==> src/rtl/uart_pkg.sv <==
// Types and constants shared by the UART receiver and transmitter.
package uart_pkg;

  localparam int   UART_DATA_BITS  = 8;
  localparam logic UART_IDLE_LEVEL = 1'b1;

  typedef enum logic [2:0] {
    RX_IDLE,
    RX_START,
    RX_DATA,
    RX_PARITY,
    RX_STOP,
    RX_WAIT_IDLE,
    RX_DONE
  } rx_state_t;

endpackage

==> src/rtl/uart_rx_if.sv <==
// Receiver result bundle: the receiver drives it through master, the consumer reads it through slave.
// The parity_err signal exists only when UART_RX_PARITY_EN is defined.
interface uart_rx_if;
  import uart_pkg::*;

  logic [UART_DATA_BITS-1:0] rx_data;
  logic                      rx_valid;
  logic                      rx_busy;
  logic                      frame_err;
`ifdef UART_RX_PARITY_EN
  logic                      parity_err;
`endif

  modport master (
    output rx_data, rx_valid, rx_busy, frame_err
`ifdef UART_RX_PARITY_EN
    , output parity_err
`endif
  );

  modport slave (
    input rx_data, rx_valid, rx_busy, frame_err
`ifdef UART_RX_PARITY_EN
    , input parity_err
`endif
  );

endinterface

==> src/rtl/uart_rx_sync_ff.sv <==
// Multi-stage synchronizer for an asynchronous single-bit input.
module sync_ff #(
  parameter int   STAGES    = 2,
  parameter logic RESET_VAL = 1'b1
) (
  input  logic clk,
  input  logic reset,
  input  logic d,
  output logic q
);

  logic [STAGES-1:0] ff;

  always_ff @(posedge clk) begin
    if (reset) begin
      ff <= {STAGES{RESET_VAL}};
    end else begin
      ff[0] <= d;
      for (int i = 1; i < STAGES; i++) begin
        ff[i] <= ff[i-1];
      end
    end
  end

  assign q = ff[STAGES-1];

endmodule

==> src/rtl/uart_rx.sv <==
// Oversampling UART receiver: 8N1 by default, 8E1 when UART_RX_PARITY_EN is defined.
//
// state        | meaning
// RX_IDLE      | line idle, watching for a falling edge
// RX_START     | verifying start bit at its midpoint
// RX_DATA      | sampling 8 data bits, LSB first
// RX_PARITY    | sampling even-parity bit (parity build only)
// RX_STOP      | sampling stop bit
// RX_WAIT_IDLE | framing error seen, waiting for line high
// RX_DONE      | one-cycle result presentation
module uart_rx
  import uart_pkg::*;
#(
  parameter int OVERSAMPLE  = 16,
  parameter int SYNC_STAGES = 2
) (
  input  logic      clk,
  input  logic      reset,
  input  logic      os_tick,
  input  logic      rx,
  uart_rx_if.master rx_if
);

  localparam int CNT_W = $clog2(OVERSAMPLE);
  localparam int BIT_W = $clog2(UART_DATA_BITS);
  localparam logic [CNT_W-1:0] HALF_M1  = CNT_W'(OVERSAMPLE / 2 - 1);
  localparam logic [CNT_W-1:0] FULL_M1  = CNT_W'(OVERSAMPLE - 1);
  localparam logic [BIT_W-1:0] LAST_BIT = BIT_W'(UART_DATA_BITS - 1);

  rx_state_t                 state;
  logic [CNT_W-1:0]          tick_cnt;
  logic [BIT_W-1:0]          bit_cnt;
  logic [UART_DATA_BITS-1:0] shift_reg;
  logic                      rx_s;
  logic                      rx_s_d;
`ifdef UART_RX_PARITY_EN
  logic                      parity_bad;
`endif

  sync_ff #(
    .STAGES    (SYNC_STAGES),
    .RESET_VAL (UART_IDLE_LEVEL)
  ) u_sync (
    .clk   (clk),
    .reset (reset),
    .d     (rx),
    .q     (rx_s)
  );

  always_ff @(posedge clk) begin
    if (reset) begin
      state           <= RX_IDLE;
      tick_cnt        <= '0;
      bit_cnt         <= '0;
      shift_reg       <= '0;
      rx_s_d          <= UART_IDLE_LEVEL;
      rx_if.rx_data   <= '0;
      rx_if.rx_valid  <= 1'b0;
      rx_if.rx_busy   <= 1'b0;
      rx_if.frame_err <= 1'b0;
`ifdef UART_RX_PARITY_EN
      rx_if.parity_err <= 1'b0;
      parity_bad       <= 1'b0;
`endif
    end else begin
      rx_s_d          <= rx_s;
      rx_if.rx_valid  <= 1'b0;
      rx_if.frame_err <= 1'b0;
`ifdef UART_RX_PARITY_EN
      rx_if.parity_err <= 1'b0;
`endif
      case (state)
        RX_IDLE: begin
          if (rx_s_d && !rx_s) begin
            state         <= RX_START;
            tick_cnt      <= '0;
            bit_cnt       <= '0;
            rx_if.rx_busy <= 1'b1;
          end
        end

        RX_START: begin
          if (os_tick) begin
            if (tick_cnt == HALF_M1) begin
              tick_cnt <= '0;
              if (!rx_s) begin
                state <= RX_DATA;
              end else begin
                state         <= RX_IDLE;
                rx_if.rx_busy <= 1'b0;
              end
            end else begin
              tick_cnt <= tick_cnt + 1'b1;
            end
          end
        end

        RX_DATA: begin
          if (os_tick) begin
            if (tick_cnt == FULL_M1) begin
              tick_cnt           <= '0;
              shift_reg[bit_cnt] <= rx_s;
              if (bit_cnt == LAST_BIT) begin
                bit_cnt <= '0;
`ifdef UART_RX_PARITY_EN
                state   <= RX_PARITY;
`else
                state   <= RX_STOP;
`endif
              end else begin
                bit_cnt <= bit_cnt + 1'b1;
              end
            end else begin
              tick_cnt <= tick_cnt + 1'b1;
            end
          end
        end

`ifdef UART_RX_PARITY_EN
        RX_PARITY: begin
          if (os_tick) begin
            if (tick_cnt == FULL_M1) begin
              tick_cnt         <= '0;
              state            <= RX_STOP;
              parity_bad       <= (rx_s != ^shift_reg);
              rx_if.parity_err <= (rx_s != ^shift_reg);
            end else begin
              tick_cnt <= tick_cnt + 1'b1;
            end
          end
        end
`endif

        RX_STOP: begin
          if (os_tick) begin
            if (tick_cnt == FULL_M1) begin
              tick_cnt <= '0;
              if (!rx_s) begin
                state           <= RX_WAIT_IDLE;
                rx_if.frame_err <= 1'b1;
`ifdef UART_RX_PARITY_EN
              end else if (parity_bad) begin
                // bad parity with a good stop bit: drop the byte quietly
                state         <= RX_IDLE;
                rx_if.rx_busy <= 1'b0;
`endif
              end else begin
                state          <= RX_DONE;
                rx_if.rx_data  <= shift_reg;
                rx_if.rx_valid <= 1'b1;
              end
            end else begin
              tick_cnt <= tick_cnt + 1'b1;
            end
          end
        end

        RX_WAIT_IDLE: begin
          if (rx_s) begin
            state         <= RX_IDLE;
            tick_cnt      <= '0;
            rx_if.rx_busy <= 1'b0;
          end
        end

        RX_DONE: begin
          state         <= RX_IDLE;
          tick_cnt      <= '0;
          rx_if.rx_busy <= 1'b0;
        end

        default: begin
          state         <= RX_IDLE;
          tick_cnt      <= '0;
          rx_if.rx_busy <= 1'b0;
        end
      endcase
    end
  end

endmodule
==> src/flat_wrapper.sv <==
// flat-port wrapper written by rule: the top's interface ports become plain ports
module uart_rx_flat import uart_pkg::*;
#(
  parameter int OVERSAMPLE  = 16,
  parameter int SYNC_STAGES = 2
)
  (clk, reset, os_tick, rx, rx_if_rx_data, rx_if_rx_valid, rx_if_rx_busy, rx_if_frame_err);
  uart_rx_if rx_if_i ();
  input  logic clk;
  input  logic reset;
  input  logic os_tick;
  input  logic rx;
  output wire logic [$bits(rx_if_i.rx_data)-1:0] rx_if_rx_data;
  output wire logic [$bits(rx_if_i.rx_valid)-1:0] rx_if_rx_valid;
  output wire logic [$bits(rx_if_i.rx_busy)-1:0] rx_if_rx_busy;
  output wire logic [$bits(rx_if_i.frame_err)-1:0] rx_if_frame_err;
  assign rx_if_rx_data = rx_if_i.rx_data;
  assign rx_if_rx_valid = rx_if_i.rx_valid;
  assign rx_if_rx_busy = rx_if_i.rx_busy;
  assign rx_if_frame_err = rx_if_i.frame_err;
  uart_rx #(.OVERSAMPLE(OVERSAMPLE), .SYNC_STAGES(SYNC_STAGES)) u_core (.clk(clk), .reset(reset), .os_tick(os_tick), .rx(rx), .rx_if(rx_if_i));
endmodule
==> config.mk <==
export PLATFORM = sky130hd
export DESIGN_NAME = uart_rx_flat
export DESIGN_NICKNAME = d
export VERILOG_FILES = /design/src/rtl/uart_pkg.sv /design/src/rtl/uart_rx_if.sv /design/src/rtl/uart_rx_sync_ff.sv /design/src/rtl/uart_rx.sv /design/src/flat_wrapper.sv
export SDC_FILE = /design/constraint.sdc
export NUM_CORES = 1
export LEC_CHECK = 0
export BUFFER_PORTS_ARGS = -buffer_cell sky130_fd_sc_hd__buf_4
export CORE_MARGIN = 2
export CORE_UTILIZATION = 55
export CTS_CLUSTER_SIZE = 24
export DETAILED_ROUTE_END_ITERATION = 10
export PLACE_DENSITY = 0.78
export REMOVE_ABC_BUFFERS = 1
export SYNTH_ARGS = -nofsm -noshare
export SYNTH_HDL_FRONTEND = slang
export SYNTH_SLANG_ARGS = --single-unit
==> constraint.sdc <==
create_clock -name clk -period 2.1 [get_ports clk]
set_clock_uncertainty 0.1 [all_clocks]
set_input_delay 0.42 -clock clk [delete_from_list [all_inputs] [get_ports clk]]
set_output_delay 0.42 -clock clk [all_outputs]
set_load 0.02 [all_outputs]
### Word level (Yosys, flattened, before mapping)

Index checks and enable logic that the tools add are counted.
Widths: inputs -> output; s select.

| word-level totals | value |
|---|---|
| flip-flop bits (word level) | 32 |
| bits of input ports | 4 |
| output and inout bits | 11 |
| word-level logic and storage cells | 82 |

| cells by class | value |
|---|---|
| add/subtract/negate cells | 2 |
| $lt $le $gt $ge | 2 |
| equality and inequality tests | 17 |
| muxes and demuxes | 34 |
| bitwise logic cells | 4 |
| reductions and logical operators | 13 |

Operator list:

| kind | count |
|---|---|
| $mux 3 | 13 |
| $mux 4 | 6 |
| $pmux 4 s4 | 1 |
| $reduce_and 4->1 | 4 |
| $pmux 3 s5 | 1 |
| $ne 2x1->1 const B | 6 |
| $eq 3x3->1 const B | 3 |
| $reduce_and 9->1 | 1 |
| $bwmux 8 | 1 |
| $ne 2x2->1 const B | 4 |
| $mux 1 | 7 |
| $pmux 3 s2 | 1 |
| $add 4x1->4 const B | 1 |
| $eq 4x3->1 const B | 1 |
| $eq 4x4->1 const B | 1 |
| $lt 3x4->1 const B | 1 |
| $mux 2 | 2 |
| $not 1->1 | 4 |
| $pmux 1 s4 | 1 |
| $reduce_or 4->1 | 1 |
| $add 3x1->3 const B | 1 |
| $demux 1 s3 | 1 |
| $eq 3x1->1 const B | 1 |
| $eq 3x2->1 const B | 1 |
| 7 further kinds | 8 |

### Longest topological paths before layout

Gate-level depths: netlist of the first run.

| logic depth | value |
|---|---|
| word-level depth | 5 |
| gate-level depth with buffers | 7 |
| gate-level depth less buffers | 6 |

### By module

A second synthesis of the first run with hierarchy kept.

| second synthesis, totals | value |
|---|---|
| cells, all modules | 170 |
| area, all modules | 1527.7 um^2 |

By module, submodules not included:

| module | instances | cells an instance | area each (um^2) | seq. area each (um^2) |
|---|---|---|---|---|
| uart_rx | 1 | 166 | 1475.2 | 600.6 |
| sync_ff | 1 | 4 | 52.6 | 40.0 |

### Worst setup path before layout of the first run

OpenSTA, ideal clock, no wires.

| timing path | value |
|---|---|
| kind | flip-flop to flip-flop |
| start | register u_core.state[0] |
| end | register u_core.shift_reg[4] |
| library setup time | 0.128 ns |
| arrival time | 1.597 ns |
| data required time | 1.872 ns |
| setup slack | 0.275 ns |
| cell stages (with the launch flop) | 7 |
| path buffers | 1 |
| period minus slack after synthesis | 1.825 ns |
| cells stage by stage | dfxtp_1 -> buf_2 -> or3b_4 -> or3_4 -> nor3b_2 -> mux2i_1 -> nor2_1 |

| between the ends | value |
|---|---|
| longest elaborated chain between the ends | 2 |

RTL lines:

| what | line | text |
|---|---|---|
| from (decl) | uart_rx.sv:30 | `rx_state_t state;` |
| from (signal assigned) | uart_rx.sv:52 | `state <= RX_IDLE;` |
| from (signal assigned) | uart_rx.sv:75 | `state <= RX_START;` |
| from (signal assigned) | uart_rx.sv:87 | `state <= RX_DATA;` |
| $eq 3x2->1 | uart_rx.sv:72 | `case (state)` |
| $reduce_and 3->1 (no source line) | - |  |
| to (signal, indexed assignment) | uart_rx.sv:102 | `shift_reg[bit_cnt] <= rx_s;` |
| to (decl) | uart_rx.sv:33 | `logic [UART_DATA_BITS-1:0] shift_reg;` |

Every way passes these cells.
A chain may end at the register's enable or synchronous reset.

### Worst setup path after layout of the first run

| timing path | value |
|---|---|
| start | register u_core.tick_cnt[0] |
| end | register u_core.shift_reg[4] |

| between the ends | value |
|---|---|
| longest elaborated chain between the ends | 2 |

RTL lines:

| what | line | text |
|---|---|---|
| from (decl) | uart_rx.sv:31 | `logic [CNT_W-1:0] tick_cnt;` |
| from (signal assigned) | uart_rx.sv:93 | `tick_cnt <= tick_cnt + 1'b1;` |
| from (signal assigned) | uart_rx.sv:114 | `tick_cnt <= tick_cnt + 1'b1;` |
| from (signal assigned) | uart_rx.sv:153 | `tick_cnt <= tick_cnt + 1'b1;` |
| $eq 4x4->1 | uart_rx.sv:100 | `if (tick_cnt == FULL_M1) begin` |
| $reduce_and 3->1 (no source line) | - |  |

Every way passes these cells.

==> run metrics, run 1 <==
critical-path maximum fanout=6; Total Power Consumption=1080 µW; sequential fraction of the synthesis area=~41%; worst slack at placement=~0.16 ns; placer's final routability congestion estimate=0.876; H-tree depth reported by CTS=2; maximum number of pins on one net before global-route repair=31; flip-flop cell with the highest count after synthesis=dfxtp_1; number of CTS-inserted buffers=5; RSZ-0062 raised after global routing=yes; final hold viol count=0; wire length of the first global-routing pass=5040 µm; reg-to-reg setup timing slack=around 0.13 ns; DP Wirelength=roughly 2100 µm; fmax=a little over 0.5 GHz; clock sink count=32; synthesized instance count=roughly 180; Min-Delay Path Class=in -> reg; start-to-end type of the worst setup path=reg -> reg; number of antenna violations at the first check in global routing=0; number of maximum-capacitance violations=0; non-filler cells, final=between 200 and 250; crit-path cells=ha_1 -> nand4_1 -> or3_4 -> nor3b_2 -> mux2i_1 -> nor2_1; Cell Pwr Density=roughly 600 nW/µm²; largest cells by area after synthesis=dfxtp_1 (41%), mux2i_1 (10%), nor2_1 (6.1%); post-layout net count=a little under 200; #FFs+latches synth=32; capture instance of the worst register-to-register path=u_core.shift_reg[4]$_SDFFE_PP0P_; Synth Cell Area=approximately 1600 µm²; kind of end point of the critical path=flip-flop; number of global-route vias before repair=1,178; die outline height=around 57 µm; area share of the largest cell type after synthesis=41.3%; largest stage delay on the critical path=approximately 0.45 ns; total routed wirelength=2970 µm; insertion delay of the later-clocked pin in the worst-skew pair=between 0.3 and 0.4 ns; share of synthesized registers carrying an async set or reset=0%; first-pass iteration count of the detailed router=6; Die ar.=between 3000 and 4000 µm²; initial drt markers=25; Initial Util=between 50% and 60%; ANT cells=0; launch instance of the worst register-to-register path=u_core.tick_cnt[0]$_SDFFE_PP0P_; Cell variety after synth=45; area delta synth->final=13.2%; start point of the worst min-delay path=rx; library cell with the largest summed area after synthesis=dfxtp_1; Final min period=~2.0 ns; leakage=approximately 0.00068 µW; transition at the pin with the smallest max-transition slack=between 0.4 and 0.5 ns; final setup margin=approximately 0.13 ns; Slew Limit Headroom=between 70% and 80%; IO Port Bufs=14; placed cell count=approximately 220; num rows=19; worst-case clock buffer depth=2; number of synthesized flops with an enable pin=0; cell count of the worst hold path=2; Clock Tree Root=clkbuf_4; endpoint of the worst hold-timing path=u_core.u_sync.ff[0]$_SDFF_PP1_; final sum of negative setup slack=0 ns; number of remaining DRC errors=0; warning count from the yosys run=0; I/O pins=15; Worst Path Required=2.23 ns; Total GRT Usage=about a fifth; cells on worst reg2reg path=6; Die Span X=roughly 57 µm; startpoint class of the critical path=flip-flop; total gr overflow=0; fraction of layout cells with a size suffix above 1=a little over a fifth; final worst path period share=roughly 94%; mean post-synth cell area=approximately 8.8 µm²; count of buffering cells on the critical path with inverters included=0; clock tree from TritonCTS=built; area inside the core boundary=~2700 µm²; total of endpoints with negative setup slack in the final report=0; count of final max-slew check failures=0; maximum ir drop on the vdd rail=approximately 0.00056 V; antenna violation net count after detailed routing=0; cell type group with the largest total delay on the critical path=simple AND/OR/NAND/NOR gates; endpoint arrival time on the critical path=2.10 ns; status=finished, final reports clean; post-DR vias/cell=5.78; Clk pin slew, worst setup/hold paths=roughly 0.090 ns; number of vias after detailed routing=1,288; highest-delay cell along the critical path=or3_4; routed length per instance=13.3 µm
## per-stage QoR
| step | hold slack, ns | area, µm² | util, % |
|---|---|---|---|
| after global placement | 0.291 | 1690 | 62.3 |
| after CTS | 0.159 | 1750 | 64.7 |
| final | 0.167 | 1760 | 64.8 |
| after floorplan | 0.289 | 1510 | - |
| after detailed placement | 0.319 | 1690 | 62.3 |
| after global routing | 0.147 | 1760 | 64.8 |
## cell usage after synthesis, drive strengths merged, types with 2 or more instances
| cell | n |
|---|---|
| dfxtp | 32 |
| nor2 | 27 |
| mux2i | 16 |
| nand2 | 12 |
| o21ai | 9 |
| inv | 7 |
| buf | 6 |
| nor3 | 6 |
| a21oi | 4 |
| clkbuf | 4 |
| nand3 | 4 |
| nor2b | 4 |
| a31o | 3 |
| ha | 3 |
| nand3b | 3 |
| or2 | 3 |
| or3b | 3 |
| a21o | 2 |
| a31oi | 2 |
| and3 | 2 |
| nand2b | 2 |
| nor3b | 2 |
| nor4b | 2 |
| o31ai | 2 |
## cell usage in the layout (no fill, tap or decap), drive strengths merged, types with 4 or more instances in the layout
cell type  netlist  final
nor2            27     27
nand2           12     12
mux2i           16     16
buf              6     19
nor3             6      6
clkbuf           4      7
nand3            4      4
o21ai            9      9
dfxtp           32     32
inv              7      7
a21oi            4      4
nor2b            4      4
## metal layers
| metal | global-route usage (%) | vias up | routed length (µm) |
|---|---|---|---|
| met4 | 7.97 | 0 | 43 |
| met3 | 6.80 | 5 | 147 |
| met5 | 0 | - | 0 |
| met1 | 24.2 | 602 | 1380 |
| met2 | 33.3 | 27 | 1400 |
| li1 | - | 654 | - |
## power breakdown
| part | switching (µW) | internal [µW] |
|---|---|---|
| clock | 198 | 190 |
| combinational | 44.7 | 30.2 |
| sequential | 7.58 | 613 |
| total | 250 | 833 |
## worst max-delay path by stage
| stage | endpoint | from | cells after the start |
|---|---|---|---|
| after floorplan | u_core.shift_reg[4]$_SDFFE_PP0P_ | u_core.state[1]$_SDFFE_PP0P_ | 5 |
| after global placement | u_core.shift_reg[4]$_SDFFE_PP0P_ | u_core.state[0]$_SDFFE_PP0P_ | 5 |
| after detailed placement | u_core.shift_reg[4]$_SDFFE_PP0P_ | u_core.state[0]$_SDFFE_PP0P_ | 5 |
| after CTS | u_core.shift_reg[4]$_SDFFE_PP0P_ | u_core.state[0]$_SDFFE_PP0P_ | 5 |
| after global routing | u_core.shift_reg[6]$_SDFFE_PP0P_ | u_core.tick_cnt[0]$_SDFFE_PP0P_ | 6 |
| final | u_core.shift_reg[4]$_SDFFE_PP0P_ | u_core.tick_cnt[0]$_SDFFE_PP0P_ | 6 |
## layout make-up
type | count | area (µm²)
inverter | 7 | 26.3
sequential | 32 | 642
clock buffer | 7 | 65.1
multi-input combinational | 127 | 841
tap | 31 | 38.8
timing repair buffer | 19 | 143
fill | 239 | 955
## repair_timing
action	in CTS	in global routing
setup buffers	0	0
hold buffers	0	0
gates resized for setup	0	1
endpoints found under the setup margin	0	2
## cell families after synthesis
kind of cell | count (synthesis) | share of synthesized area (%)
simple gates | 75 | 26.6
compound gates | 32 | 14.4
flops | 32 | 41.3
buf+inv | 17 | 4.44
mux | 16 | 10.3
fa+ha+maj | 3 | 2.42
xor+xnor | 1 | 0.565
## worst register-to-register path, delay by kind of cell, from the launching register on
kind / cells / cell delay, ns
mux: 1 / 0.21
simple gates: 4 / 0.91
flops: 1 / 0.38
fa+ha+maj: 1 / 0.27
Note: power is estimated with default switching activity, not from simulation.
==> run 2, diff against run 1 <==
--- a/config.mk
+++ b/config.mk
@@ -5,7 +5,7 @@
 export SDC_FILE = /design/constraint.sdc
 export NUM_CORES = 1
 export LEC_CHECK = 0
-export BUFFER_PORTS_ARGS = -buffer_cell sky130_fd_sc_hd__buf_4
+export BUFFER_PORTS_ARGS = -buffer_cell sky130_fd_sc_hd__buf_2
 export CORE_MARGIN = 2
 export CORE_UTILIZATION = 55
 export CTS_CLUSTER_SIZE = 24
==> run 2 against run 1 <==
Critical path depth stayed put. Design area is 1.0% lower. Total power is 2.3% lower. Maximum frequency is 0.93% lower. Flip-flop and latch count stayed put. Routed wire length is 0.13% lower. Utilization is 0.65 points lower. Largest cell class unchanged. Largest power group unchanged.
==> run metrics, run 2 (synthesis results as in run 1) <==
Worst Path Required=2.25 ns (+0.02 ns); leakage=0.000692 µW (+2.1%); first-pass iteration count of the detailed router=4 (-2); cell count of the worst hold path=2 (unchanged); Initial Util=57.2% (unchanged); RSZ-0062 raised after global routing=no; worst setup path end=u_core.tick_cnt[2]$_SDFFE_PP0P_; kind of end point of the critical path=flip-flop; area delta synth->final=12.1%; transition at the pin with the smallest max-transition slack=0.440 ns (-0.00188 ns); final hold viol count=0 (unchanged); num rows=19 (unchanged); Total Power Consumption=1060 µW (-2.3%); endpoint arrival time on the critical path=2.15 ns (+0.05 ns); total gr overflow=0 (unchanged); startpoint class of the critical path=flip-flop; die outline height=57.1 µm (unchanged); total routed wirelength=2970 µm (-0.13%); number of maximum-capacitance violations=0 (unchanged); Slew Limit Headroom=70.5% (+0.13 points); fraction of layout cells with a size suffix above 1=21.9% (+1.1 points); leading cell type in the layout, fill and taps excluded=dfxtp_1; status=finished, final reports clean; reg-to-reg setup timing slack=0.11 ns (-0.02 ns); number of hold buffers added after CTS=0 (unchanged); Die Span X=57.1 µm (unchanged); Hold WS=0.167 ns (+0.000254 ns); fillcell total=227 (-5.0%); critical-path maximum fanout=11 (+5); most used cells in the layout excluding fill and tap cells=dfxtp_1 (32), nor2_1 (25), mux2i_1 (16); placer's final routability congestion estimate=0.876 (about the same); area inside the core boundary=2710 µm² (unchanged); start-to-end type of the worst setup path=reg -> reg; maximum ir drop on the vdd rail=0.000632 V (+13%); ANT cells=0 (unchanged); wire length of the first global-routing pass=5120 µm (+1.5%); cells on worst reg2reg path=6 (unchanged); number of global-route vias before repair=1,171 (-0.59%); number of remaining DRC errors=0 (unchanged); number of vias after detailed routing=1,312 (+1.9%); insertion delay of the later-clocked pin in the worst-skew pair=0.33 ns (about the same); final worst path period share=94.9% (+0.88 points); worst-case clock buffer depth=2 (unchanged); Clock Tree Root=clkbuf_4; number of post-CTS setup repair buffers=0 (unchanged); DP Wirelength=2080 µm (-1.5%); post-layout net count=202 (+1.5%); H-tree depth reported by CTS=2 (unchanged); maximum number of pins on one net before global-route repair=22 (-29%); launch instance of the worst register-to-register path=u_core.state[1]$_SDFFE_PP0P_; Total GRT Usage=19.9% (-0.28 points); IO Port Bufs=14 (unchanged); number of CTS-inserted buffers=5 (unchanged); capture instance of the worst register-to-register path=u_core.tick_cnt[2]$_SDFFE_PP0P_; Critical Path Start=u_core.state[1]$_SDFFE_PP0P_; register area=641 µm² (-0.20%); Min-Delay Path Class=in -> reg; Final min period=1.99 ns (+0.0185 ns); routed length per instance=13.1 µm (-1.9%); fmax=0.502 GHz (-0.93%); Cell Pwr Density=609 nW/µm² (-1.3%); post-DR vias/cell=5.78 (about the same); clock sink count=32 (unchanged); area taken by multi-input logic gates=841 µm² (unchanged); antenna violation net count after detailed routing=0 (unchanged); number of antenna violations at the first check in global routing=0 (unchanged); Clk pin slew, worst setup/hold paths=0.10 ns (about the same); I/O pins=15 (unchanged); clock tree from TritonCTS=built; total of endpoints with negative setup slack in the final report=0 (unchanged); count of final max-slew check failures=0 (unchanged); initial drt markers=57 (+130%); Die ar.=3260 µm² (unchanged); CTS-repair resized insts=0 (unchanged); final sum of negative setup slack=0 ns (unchanged)
-- run 2: metal layers --
| layer | GRT usage, % | part of all wire, % | up-vias |
|---|---|---|---|
| met1 | 25.7 | 47 | 611 |
| li1 | - | - | 659 |
| met4 | 9.30 | 2.0 | 0 |
| met5 | 0 | 0 | - |
| met2 | 30.5 | 46 | 34 |
| met3 | 5.90 | 4.9 | 8 |
-- run 2: worst min path at each step --
stage,from,to,slack (ns)
6_report,rx,u_core.u_sync.ff[0]$_SDFF_PP1_,0.17
5_1_grt,rx,u_core.u_sync.ff[0]$_SDFF_PP1_,0.16
4_1_cts,rx,u_core.u_sync.ff[0]$_SDFF_PP1_,0.16
3_5_place_dp,u_core.u_sync.ff[0]$_SDFF_PP1_,u_core.u_sync.ff[1]$_SDFF_PP1_,0.30
3_3_place_gp,u_core.u_sync.ff[0]$_SDFF_PP1_,u_core.u_sync.ff[1]$_SDFF_PP1_,0.29
2_1_floorplan,u_core.u_sync.ff[0]$_SDFF_PP1_,u_core.u_sync.ff[1]$_SDFF_PP1_,0.29
-- run 2: worst max-delay path, stage by stage (launching register included) --
cell and delay, ns:
dfxtp_1 0.37, buf_4 0.19, nor2_2 0.17, a22oi_1 0.10, o2111a_1 0.33, or4b_1 0.51, a21oi_1 0.14
-- run 2: stage by stage --
step / worst slack (ns) / util [%] / instances / cell area, µm²
after global placement: 0.200 / 61.9 / 219 / 1680
after CTS: 0.135 / 64.1 / 227 / 1740
after detailed placement: 0.162 / 61.9 / 219 / 1680
after floorplan: 0.151 / - / 166 / 1510
final: 0.107 / 64.1 / 227 / 1740
after global routing: 0.00341 / 64.1 / 227 / 1740
-- run 2: area by class of cell --
cell class / count / share of cell area, %
Multi-Input combinational cell: 127 / 48.4
Timing Repair Buffer: 22 / 7.49
Sequential cell: 32 / 36.9
Clock inverter: 2 / 0.576
Clock buffer: 6 / 2.95
Tap cell: 31 / 2.23
Inverter: 7 / 1.51
-- run 2: power breakdown --
group,switching [µW],internal (µW),total (µW),leakage (µW)
sequential,7.22,613,621,0.000259
clock,203,159,363,0.0000380
combinational,46.1,29.4,75.5,0.000395
==> run 3, diff against run 2 <==
--- a/config.mk
+++ b/config.mk
@@ -6,7 +6,6 @@
 export NUM_CORES = 1
 export LEC_CHECK = 0
 export BUFFER_PORTS_ARGS = -buffer_cell sky130_fd_sc_hd__buf_2
-export CORE_MARGIN = 2
 export CORE_UTILIZATION = 55
 export CTS_CLUSTER_SIZE = 24
 export DETAILED_ROUTE_END_ITERATION = 10
@@ -14,4 +13,6 @@
 export REMOVE_ABC_BUFFERS = 1
 export SYNTH_ARGS = -nofsm -noshare
 export SYNTH_HDL_FRONTEND = slang
+export SYNTH_HIERARCHICAL = 1
 export SYNTH_SLANG_ARGS = --single-unit
+export TNS_END_PERCENT = 5
==> run 3 against run 2 <==
Maximum frequency increased by 1.8%. Utilization increased by 3.6 points. Largest cell class unchanged. Cell count decreased by 1.8%. Sequential power increased by 2%. Register-to-register slack improved by 0.04 ns. Area after synthesis decreased by 1.5%. Routed wire length increased by 1.3%. First-iteration DRC count decreased by 46%. Flip-flop and latch count unchanged. Clock-buffer cell count increased by 1. Clock power increased by 2%. Critical path type unchanged. Sequential share of layout area increased by 0.29 points.
==> run metrics, run 3 <==
wire length of the first global-routing pass=4840 µm (-5.5%); endpoint arrival time on the critical path=2.11 ns (-0.04 ns); leading post-synthesis cells by instance count=dfxtp_1 (32), nor2_1 (28), mux2i_1 (20); largest stage delay on the critical path=0.55 ns (+0.04 ns); Die ar.=2990 µm² (-8.2%); status=finished, final reports clean; initial drt markers=31 (-46%); placer's final routability congestion estimate=0.908 (+3.7%); warning count from the yosys run=6 (+6); number of maximum-capacitance violations=0 (unchanged); Cell variety after synth=45 (unchanged); transition at the pin with the smallest max-transition slack=0.447 ns (+0.00689 ns); ANT cells=0 (unchanged); antenna violation net count after detailed routing=0 (unchanged); final hold viol count=0 (unchanged); start-to-end type of the worst setup path=reg -> reg; cell with the most instances after synthesis=dfxtp_1; leakage=0.000693 µW (+0.17%); share of synthesized registers carrying an async set or reset=0% (unchanged); number of CTS-inserted buffers=5 (unchanged); library cell with the largest summed area after synthesis=dfxtp_1; most used cells in the layout excluding fill and tap cells=dfxtp_1 (32), nor2_1 (28), mux2i_1 (20); H-tree depth reported by CTS=2 (unchanged); reg-to-reg setup timing slack=0.14 ns (+0.04 ns); Cell Pwr Density=736 nW/µm² (+21%); number of global-route vias before repair=1,125 (-3.9%); leading cell type in the layout, fill and taps excluded=dfxtp_1; total of endpoints with negative setup slack in the final report=0 (unchanged); number of vias after detailed routing=1,301 (-0.84%); Util after Layout=67.7% (+3.6 points); I/O pins=15 (unchanged); worst-case clock buffer depth=2 (unchanged); maximum number of pins on one net before global-route repair=20 (-9.1%); area inside the core boundary=2540 µm² (-6.1%); synthesized instance count=170 (-3.4%); mean post-synth cell area=8.99 µm² (+2.0%); clock sink count=32 (unchanged); Initial Util=60.0% (+2.8 points); largest cells by area after synthesis=dfxtp_1 (42%), mux2i_1 (13%), nor2_1 (6.9%); count of final max-slew check failures=0 (unchanged); launch instance of the worst register-to-register path=u_core/state[2]$_SDFFE_PP0P_; final sum of negative setup slack=0 ns (unchanged); Critical Path Start=u_core/state[2]$_SDFFE_PP0P_; Synth Cell Area=1530 µm² (-1.5%); num rows=18 (-1); critical-path maximum fanout=9 (-2); Slew Limit Headroom=70.0% (-0.46 points); Clock Tree Root=clkbuf_4; fraction of layout cells with a size suffix above 1=21.2% (-0.70 points); Min-Delay Path Class=in -> reg; total routed wirelength=3010 µm (+1.3%); total gr overflow=0 (unchanged); Worst Path Required=2.26 ns (about the same); cell type group with the largest total delay on the critical path=simple AND/OR/NAND/NOR gates; Die Span X=54.7 µm (-4.2%); Clk pin slew, worst setup/hold paths=0.10 ns (about the same); Final min period=1.96 ns (-0.0352 ns); number of hold buffers added after CTS=0 (unchanged); number of post-CTS setup repair buffers=0 (unchanged); post-layout net count=199 (-1.5%); clock tree from TritonCTS=built; kind of end point of the critical path=flip-flop; post-DR vias/cell=5.83 (+0.94%); die outline height=54.7 µm (-4.2%); startpoint class of the critical path=flip-flop; routed length per instance=13.5 µm (+3.2%); sequential fraction of the synthesis area=41.9% (+0.61 points); IO Port Bufs=14 (unchanged); Total GRT Usage=23.5% (+3.6 points); DP Wirelength=2230 µm (+7.3%); first-pass iteration count of the detailed router=4 (unchanged); start point of the worst min-delay path=rx; flip-flop cell with the highest count after synthesis=dfxtp_1; fillcell total=216 (-4.8%); number of remaining DRC errors=0 (unchanged); area share of the largest cell type after synthesis=41.9% (+0.61 points); number of antenna violations at the first check in global routing=0 (unchanged); highest-delay cell along the critical path=or4_1; area delta synth->final=12.9%; insertion delay of the later-clocked pin in the worst-skew pair=0.32 ns (about the same); number of synthesized flops with an enable pin=0 (unchanged); final worst path period share=93.2% (-1.7 points); RSZ-0062 raised after global routing=no; crit-path cells=buf_4 -> nor2_1 -> nand3_1 -> nand3_2 -> or4_1 -> a21oi_1; maximum ir drop on the vdd rail=0.000702 V (+11%); fmax=0.511 GHz (+1.8%); #FFs+latches synth=32 (unchanged); count of buffering cells on the critical path with inverters included=1 (unchanged)
run 3: changes by cell type in the layout (fill, tap and decap cells not counted), moves of 3 or more:
cell,previous run,this run
nor2b_1,4,1
mux2i_1,16,20
nor2_1,25,28
or2_2,3,0
run 3: final cells by class:
| class | count | area, µm² | area share (%) |
|---|---|---|---|
| Clock buffer | 7 | 55.1 | 3.19 |
| Clock inverter | 1 | 7.51 | 0.435 |
| Inverter | 5 | 18.8 | 1.09 |
| Multi-Input combinational cell | 124 | 820 | 47.5 |
| Sequential cell | 32 | 641 | 37.2 |
| Tap cell | 30 | 37.5 | 2.18 |
| Timing Repair Buffer | 24 | 145 | 8.42 |
run 3: power by group:
group          switching (µW)  internal (µW)
Sequential               11.3            624
Combinational             161            104
Clock                     206            164
Total                     378            891
run 3: worst paths after layout:
check / endpoint / cells after the start
max reg2reg: u_core/tick_cnt[3]$_SDFFE_PP0P_ / 6
min reg2reg: u_core/u_sync/ff[1]$_SDFF_PP1_ / 1
min: u_core/u_sync/ff[0]$_SDFF_PP1_ / 2
max: u_core/tick_cnt[3]$_SDFFE_PP0P_ / 6
run 3: kinds of logic after synthesis:
kind of cell	count (synthesis)	synth area share, %
buf+inv	14	4.59
mux	20	13.1
compound gates	25	10.9
xor+xnor	1	0.573
flops	32	41.9
simple gates	75	26.5
fa+ha+maj	3	2.46
run 3: what timing repair did:
item | in CTS | in global routing
endpoints found under the setup margin | 0 | 1
gates resized for setup | 0 | 1
endpoints found under the hold margin | 0 | 0
run 3: through the flow:
step                      cells  setup WS (ns)  hold slack (ns)  cell area, µm²  total power, µW
after global placement      215          0.234            0.290            1660              906
final                       223          0.142            0.173            1720             1270
after detailed placement    215          0.163            0.319            1660              907
after global routing        223         0.0253            0.151            1720             1360
after floorplan             161          0.237            0.283            1480              818
after CTS                   223          0.158            0.162            1720             1280
run 3: metal layers:
layer,global-route usage (%),part of all wire [%]
met1,28.6,44
met2,36.1,48
met3,9.72,7.0
met4,9.40,1.2
met5,0,0
run 3: worst register-to-register path: stages (launching register included):
cell and delay, ns:
dfxtp_1 0.49, buf_4 0.22, nor2_1 0.07, nand3_1 0.12, nand3_2 0.20, or4_1 0.55, a21oi_1 0.15
